## src/rtl/iter_divider.sv

```systemverilog
// Multi-cycle radix-2 restoring divider (DIV/DIVU) feeding HI (remainder) / LO (quotient).
// Optional macro ITER_DIVIDER_ZERO_DETECT_EN: a zero divisor finishes in one cycle and flags div_zero.
module iter_divider #(
  parameter int WIDTH = 32,
  parameter int CNT_W = 6
) (
  input  logic             clk,
  input  logic             rst,
  input  logic             start,
  input  logic             is_signed,
  input  logic             cancel,
  input  logic [WIDTH-1:0] dividend,
  input  logic [WIDTH-1:0] divisor,
  output logic             busy,
  output logic             done,
  output logic [WIDTH-1:0] quotient,
  output logic [WIDTH-1:0] remainder,
  output logic             div_zero
);

  typedef enum logic [1:0] {IDLE, RUN, DONE} state_t;

  state_t           state, state_nxt;
  logic [CNT_W-1:0] cnt;
  logic [WIDTH-1:0] rem, quo, dv_mag;
  logic             sgn, neg_q, neg_r;

  logic             load, last, zero_load;
  logic [WIDTH-1:0] dd_in_mag, dv_in_mag, rem_nxt, quo_nxt;
  logic [WIDTH:0]   trial, diff;

  // cancel always wins over start, even when the divider is idle.
  assign load = (state != RUN) && start && !cancel;
  assign last = (state == RUN) && !cancel && (cnt == CNT_W'(1));

`ifdef ITER_DIVIDER_ZERO_DETECT_EN
  assign zero_load = load && (divisor == '0);
`else
  assign zero_load = 1'b0;
`endif

  always_comb begin
    dd_in_mag = (is_signed && dividend[WIDTH-1]) ? -dividend : dividend;
    dv_in_mag = (is_signed && divisor[WIDTH-1])  ? -divisor  : divisor;
    // The shifted partial remainder needs WIDTH+1 bits when the divisor magnitude is >= 2^(WIDTH-1).
    trial   = {rem, quo[WIDTH-1]};
    diff    = trial - {1'b0, dv_mag};
    rem_nxt = diff[WIDTH] ? trial[WIDTH-1:0] : diff[WIDTH-1:0];
    quo_nxt = {quo[WIDTH-2:0], ~diff[WIDTH]};
  end

  // NOTE: state and datapath registers use non-blocking assignments so every register samples pre-edge values.
  always_ff @(posedge clk or posedge rst) begin
    if (rst) state <= IDLE;
    else     state <= state_nxt;
  end

  // NOTE: every always_comb output gets a default first, so no path can infer a latch.
  always_comb begin
    state_nxt = state;
    case (state)
      IDLE, DONE: begin
        if (load) state_nxt = zero_load ? DONE : RUN;
        else      state_nxt = IDLE;
      end
      RUN: begin
        if (cancel)                  state_nxt = IDLE;
        else if (cnt == CNT_W'(1))   state_nxt = DONE;
      end
      default: state_nxt = IDLE;
    endcase
  end

  always_comb begin
    busy = (state == RUN);
    done = (state == DONE);
  end

  always_ff @(posedge clk or posedge rst) begin
    if (rst) begin
      cnt       <= '0;
      rem       <= '0;
      quo       <= '0;
      dv_mag    <= '0;
      sgn       <= 1'b0;
      neg_q     <= 1'b0;
      neg_r     <= 1'b0;
      quotient  <= '0;
      remainder <= '0;
    end else if (load) begin
      sgn    <= is_signed;
      neg_q  <= is_signed & (dividend[WIDTH-1] ^ divisor[WIDTH-1]);
      neg_r  <= is_signed & dividend[WIDTH-1];
      quo    <= dd_in_mag;
      rem    <= '0;
      dv_mag <= dv_in_mag;
      cnt    <= CNT_W'(WIDTH);
      if (zero_load) begin
        quotient  <= '1;
        remainder <= dividend;
      end
    end else if (state == RUN && !cancel) begin
      rem <= rem_nxt;
      quo <= quo_nxt;
      cnt <= cnt - CNT_W'(1);
      if (last) begin
        quotient  <= (sgn && neg_q) ? -quo_nxt : quo_nxt;
        remainder <= (sgn && neg_r) ? -rem_nxt : rem_nxt;
      end
    end
  end

`ifdef ITER_DIVIDER_ZERO_DETECT_EN
  // High only in the DONE cycle that follows a zero-divisor load.
  always_ff @(posedge clk or posedge rst) begin
    if (rst) div_zero <= 1'b0;
    else     div_zero <= zero_load;
  end
`else
  assign div_zero = 1'b0;
`endif

endmodule
```

## config.mk

```make
export PLATFORM = sky130hd
export DESIGN_NAME = iter_divider
export DESIGN_NICKNAME = d
export VERILOG_FILES = /design/src/rtl/iter_divider.sv
export SDC_FILE = /design/constraint.sdc
export NUM_CORES = 1
export LEC_CHECK = 0
export ABC_CLOCK_PERIOD_IN_PS = 18100
export CAP_MARGIN = 20
export CORE_ASPECT_RATIO = 0.8
export CORE_MARGIN = 2
export CORE_UTILIZATION = 60
export CTS_BUF_LIST = sky130_fd_sc_hd__clkbuf_8
export CTS_CLUSTER_SIZE = 12
export DETAILED_ROUTE_END_ITERATION = 10
export HOLD_SLACK_MARGIN = 0.03
export PLACE_DENSITY = 0.95
export SYNTH_ARGS = -nofsm -noshare
export SYNTH_HDL_FRONTEND = slang
export SYNTH_SLANG_ARGS = --single-unit
```

## constraint.sdc

```tcl
create_clock -name clk -period 18.1 [get_ports clk]
set_input_delay 3.62 -clock clk [delete_from_list [all_inputs] [get_ports clk]]
set_output_delay 3.62 -clock clk [all_outputs]
set_load 0.05 [all_outputs]
```

# Yosys cells after proc, flatten, opt, wreduce, memory -nomap -nowiden
# Index checks and enable logic that the tools add are counted.
# totals
register_bits,171
out_inout_bits,67
word_cells,54
# classes
bitwise,5
add_sub_neg,6
n_eq_ne,5
mux,15
reduce_logical,13
# op_table
operator,count
$mux W32,9
$neg A32 Y32,4
$sub A33 B32 Y33,1
$mux W6,2
$logic_and A1 B1 Y1,8
$eq A6 B1 Y1 const B,1
$sub A6 B1 Y6 const B,1
$mux W2,2
$pmux W2 S2,1
$ne A3 B2 Y1 const B,1
$reduce_and A3 Y1,1
$and A1 B1 Y1,2
$eq A2 B1 Y1 const B,1
$eq A2 B2 Y1 const B,1
$logic_not A2 Y1,1
$ne A2 B1 Y1 const B,1
$not A1 Y1,2
$reduce_bool A2 Y1,1
$reduce_or A2 Y1,1
$logic_not A1 Y1,1
$mux W1,1
$xor A1 B1 Y1,1

# Logic depth before layout (Yosys ltp)
# depth
depth_word,5
ltp_mapped,23
depth_no_buf,21

# Worst setup path before layout
# OpenSTA, ideal clock, no wires.
# synth_timing
path_kind,in2reg
startpoint,input port divisor[12]
endpoint,register dv_mag[29]
slack_ns,12.303
required_time_ns,17.967
setup_ns,0.133
arrival_time_ns,5.663
cell_stages,8
path_cell_list,or4_1 -> nor4_1 -> nor4b_1 -> and2_1 -> nand2_1 -> o41ai_1 -> xor2_1 -> o21ai_0
# synth_via
elab_chain_len,2
# synth_rtl
item,line,text
from (decl),13,"input logic [WIDTH-1:0] divisor,"
$neg A32 Y32,44,dv_in_mag = (is_signed && divisor[WIDTH-1]) ? -divisor : divisor;
$mux W32,44,
to (signal assigned),96,dv_mag <= dv_in_mag;
to (decl),25,"logic [WIDTH-1:0] rem, quo, dv_mag;"
# No other way between the ends.
# A chain may end at the register's enable or synchronous reset.

# Final worst setup path
# layout_timing
startpoint,input port dividend[10]
endpoint,register quo[29]
# layout_via
elab_chain_len,3
# layout_rtl
item,line,text
from (decl),12,"input logic [WIDTH-1:0] dividend,"
$neg A32 Y32,43,dd_in_mag = (is_signed && dividend[WIDTH-1]) ? -dividend : dividend;
$mux W32,43,
$mux W32,90,end else if (load) begin
to (signal assigned),94,quo <= dd_in_mag;
to (signal assigned),104,quo <= quo_nxt;
to (decl),25,
# No other way between the ends.

==> impl_metrics.env <==
export IMPL_initial_utilization_pct=61.67
export IMPL_finalPower_mw=1.408
export IMPL_die_h_um=129.5
export IMPL_dp_hpwl_um=25050
export IMPL_finalNonFillerCells=1812
export IMPL_wl_met1_um=14440
export IMPL_cts_root_buf="clkbuf_8"
export IMPL_slew_violations=0
export IMPL_dieArea_um2=20820
export IMPL_maxCapViolations=0
export IMPL_avgSynthCellArea_um2=8.091
export IMPL_peakVddDrop_v=0.00009315
export IMPL_postSynth_asyncResetShare_pct=100.0
export IMPL_diodes=0
export IMPL_finalHoldViolations=0
export IMPL_min_to="quotient[14]"
export IMPL_worstPathMaxFanout=5
export IMPL_wl_met3_um=4719
export IMPL_clk_pin_slew_worst_paths_ps=100
export IMPL_clock_fmax_mhz=160.5
export IMPL_syn_area_um2=11810
export IMPL_syn_num_nets=1567
export IMPL_ctsResizeCount=0
export IMPL_dr_first_iter_drc_count=1585
export IMPL_place_congestion=0.9939
export IMPL_critPathLaunch="dividend[10]"
export IMPL_vias=11471
export IMPL_maxUsedRoutingLayer="met4"
export IMPL_fp_row_count=45
export IMPL_ys_flop_type="dfrtp_1"
export IMPL_clkLatencyLatePin_ps=470
export IMPL_hold_ws_ps=483.8
export IMPL_finClkSkew_ps=20.33
export IMPL_worstHoldPathCells=2
export IMPL_cts_max_path_buffers=2
export IMPL_placedCellCount=1780
export IMPL_postCtsHoldBufs=0
export IMPL_postCtsSetupRepairBufs=0
export IMPL_cp_slowest_cell="clkdlybuf4s50_1"
export IMPL_path_common_cell="nor4_1"
export IMPL_grt_overflow_total=0
export IMPL_worstPathArrival_ps=6550
export IMPL_die_w_um=160.8
export IMPL_grt_max_degree=129
export IMPL_setup_violations=0
export IMPL_worst_pin_slew_ps=1042
export IMPL_cp_start_kind="input pin"
export IMPL_numClockSinks=171
export IMPL_core_area_um2=19140
export IMPL_critPathMaxStageDelay_ps=470
export IMPL_r2r_start="quo[31]"
export IMPL_final_antenna_net_count=0
export IMPL_grt_usage_pct=32.42
export IMPL_cp_buffers_inverters=1
export IMPL_portBuffers=134
export IMPL_status="complete, no violations"
export IMPL_drcViolationCount=0
export IMPL_cts_buffers=17
export IMPL_wl_um=33560
export IMPL_drt_pass1_iter_count=8
export IMPL_ctsHtreeMaxLevel=4
export IMPL_grt_pass1_vias=10499
export IMPL_grt_pass1_wl_um=53980
export IMPL_cp_required_ps=18420
export IMPL_viasPerCell=6.331
export IMPL_synth_edf_count=0
export IMPL_hold_path_class="flop to flop"
export IMPL_yosysWarnings=0
export IMPL_layout_setup_ws_ps=11870
export IMPL_ys_seq_elements=171
export IMPL_r2r_end="remainder[24]"
export IMPL_power_density_nw_per_um2=103.1
export IMPL_end_kind="flop"
export IMPL_reg2reg_slack_ps=11920
export IMPL_worstRegToRegCells=20
export IMPL_drive_gt1_share_pct=3.668
export IMPL_min_period_over_period_pct=34.42
export IMPL_area_growth_pct=15.70
export IMPL_post_place_ws_ps=11490
export IMPL_final_cell_mix="203 x nand2_1, 193 x o21ai_0, 171 x dfrtp_1"
export IMPL_path_delay_family="simple AND/OR/NAND/NOR gates"
export IMPL_final_common_cell="nand2_1"
export IMPL_worstSetupPathType="input pin to flop"
export IMPL_tns_ps=0
export IMPL_synthDistinctLibCells=70
export IMPL_cp_cell_sequence="clkdlybuf4s50_1 > or3_1 > nor4_1 > nand2b_1 > nor4_1 > and2_1 > nand2_1 > o41ai_1 > xnor2_1 > a22oi_1 > o21ai_0"
export IMPL_syn_inst=1459
export IMPL_rsz0062_at_grt="no"
export IMPL_tritoncts="built"
export IMPL_routedWlPerCell_um=18.52
export IMPL_ios=136
export IMPL_p_leak_nw=5.707
export IMPL_nets=1651
export IMPL_seq_area_frac_synth_pct=36.25
export IMPL_worstHoldStart="quotient[14]"
export IMPL_grt_antenna_before_repair=0
export IMPL_slew_limit_headroom_pct=30.41
export IMPL_met2_wirelength_um=13780
export IMPL_finalCriticalPeriod_ps=6231
## layout make-up
class,count,area (um2)
Inverter,59,229.0
Clock buffer,17,234.0
Sequential cell,171,4279
Timing Repair Buffer,141,1426
Fill cell,1463,5485
Clock inverter,13,177.7
Multi-Input combinational cell,1153,6989
Tap cell,258,322.8
## through the flow
step / instance area (um2) / util (%)
4_1_cts: 13610 / 71.10
3_3_place_gp: 13200 / 68.95
3_5_place_dp: 13200 / 68.95
2_1_floorplan: 11810 / -
6_report: 13660 / 71.35
5_1_grt: 13660 / 71.35
## synth_stat cells, drive strengths merged (25+ instances only)
cell type  count  area share, %
nor2         101            3.2
nand2        203            6.5
xnor2         91            6.8
nand3         26            1.1
inv           59            1.9
dfrtp        171             36
nor3          42            1.8
a22oi         25            1.6
ha            38            4.0
clkbuf        60            1.9
xor2          62            4.6
a21oi        106            4.5
nor4          25            1.3
o21ai        199            8.5
## power breakdown
part	switching, mW	internal, mW
Sequential	0.0757	0.458
Clock	0.153	0.139
Combinational	0.378	0.204
## state kept, by name, summed over array words and instances (netlist names), 2 cells and up
register,cells
remainder,32
dv_mag,32
quo,32
rem,32
state,2
cnt,6
quotient,32
## metal layers
layer | global-route usage, % | up-vias
met3 | 9.699 | 74
met4 | 7.616 | 0
met5 | 0 | -
met1 | 47.83 | 5339
li1 | - | 5306
met2 | 47.13 | 752
## worst max-delay path by stage
stage                          endpoint  slack (ps)  cells after the start
after global routing      remainder[24]       11550                     20
after detailed placement        quo[29]       11490                     11
after global placement       dv_mag[29]       11600                      9
after floorplan                  cnt[0]        9850                      1
after CTS                       quo[29]       11950                     11
final                           quo[29]       11870                     11
## cells by family after synthesis
family / Yosys count / share of synthesized area (%)
AOI/OAI and AO/OA: 439 / 21.95
and+or+nand+nor: 502 / 20.02
muxes: 19 / 1.611
DFF: 171 / 36.25
other: 1 / 0.03177
buffers and inverters: 135 / 4.589
xor gates and xnor gates: 153 / 11.35
adders and majority gates: 39 / 4.197
## worst reg2reg max path, cell delays in order (launching register included)
cell     delay [ps]
dfrtp_1         440
inv_1            70
ha_1            220
fa_1            410
nor2b_1         230
o31ai_1         190
and3_1          240
o211a_1         290
o21ai_1         160
and3_4          680
inv_4           390
a21oi_1         510
ha_1            350
nand2_1         100
nor3_1          240
nand4_1         260
nor4b_1         370
nor3_1          140
o41ai_1         450
xnor2_1         210
o21ai_0         120
Note: power is estimated with default switching activity, not from simulation.
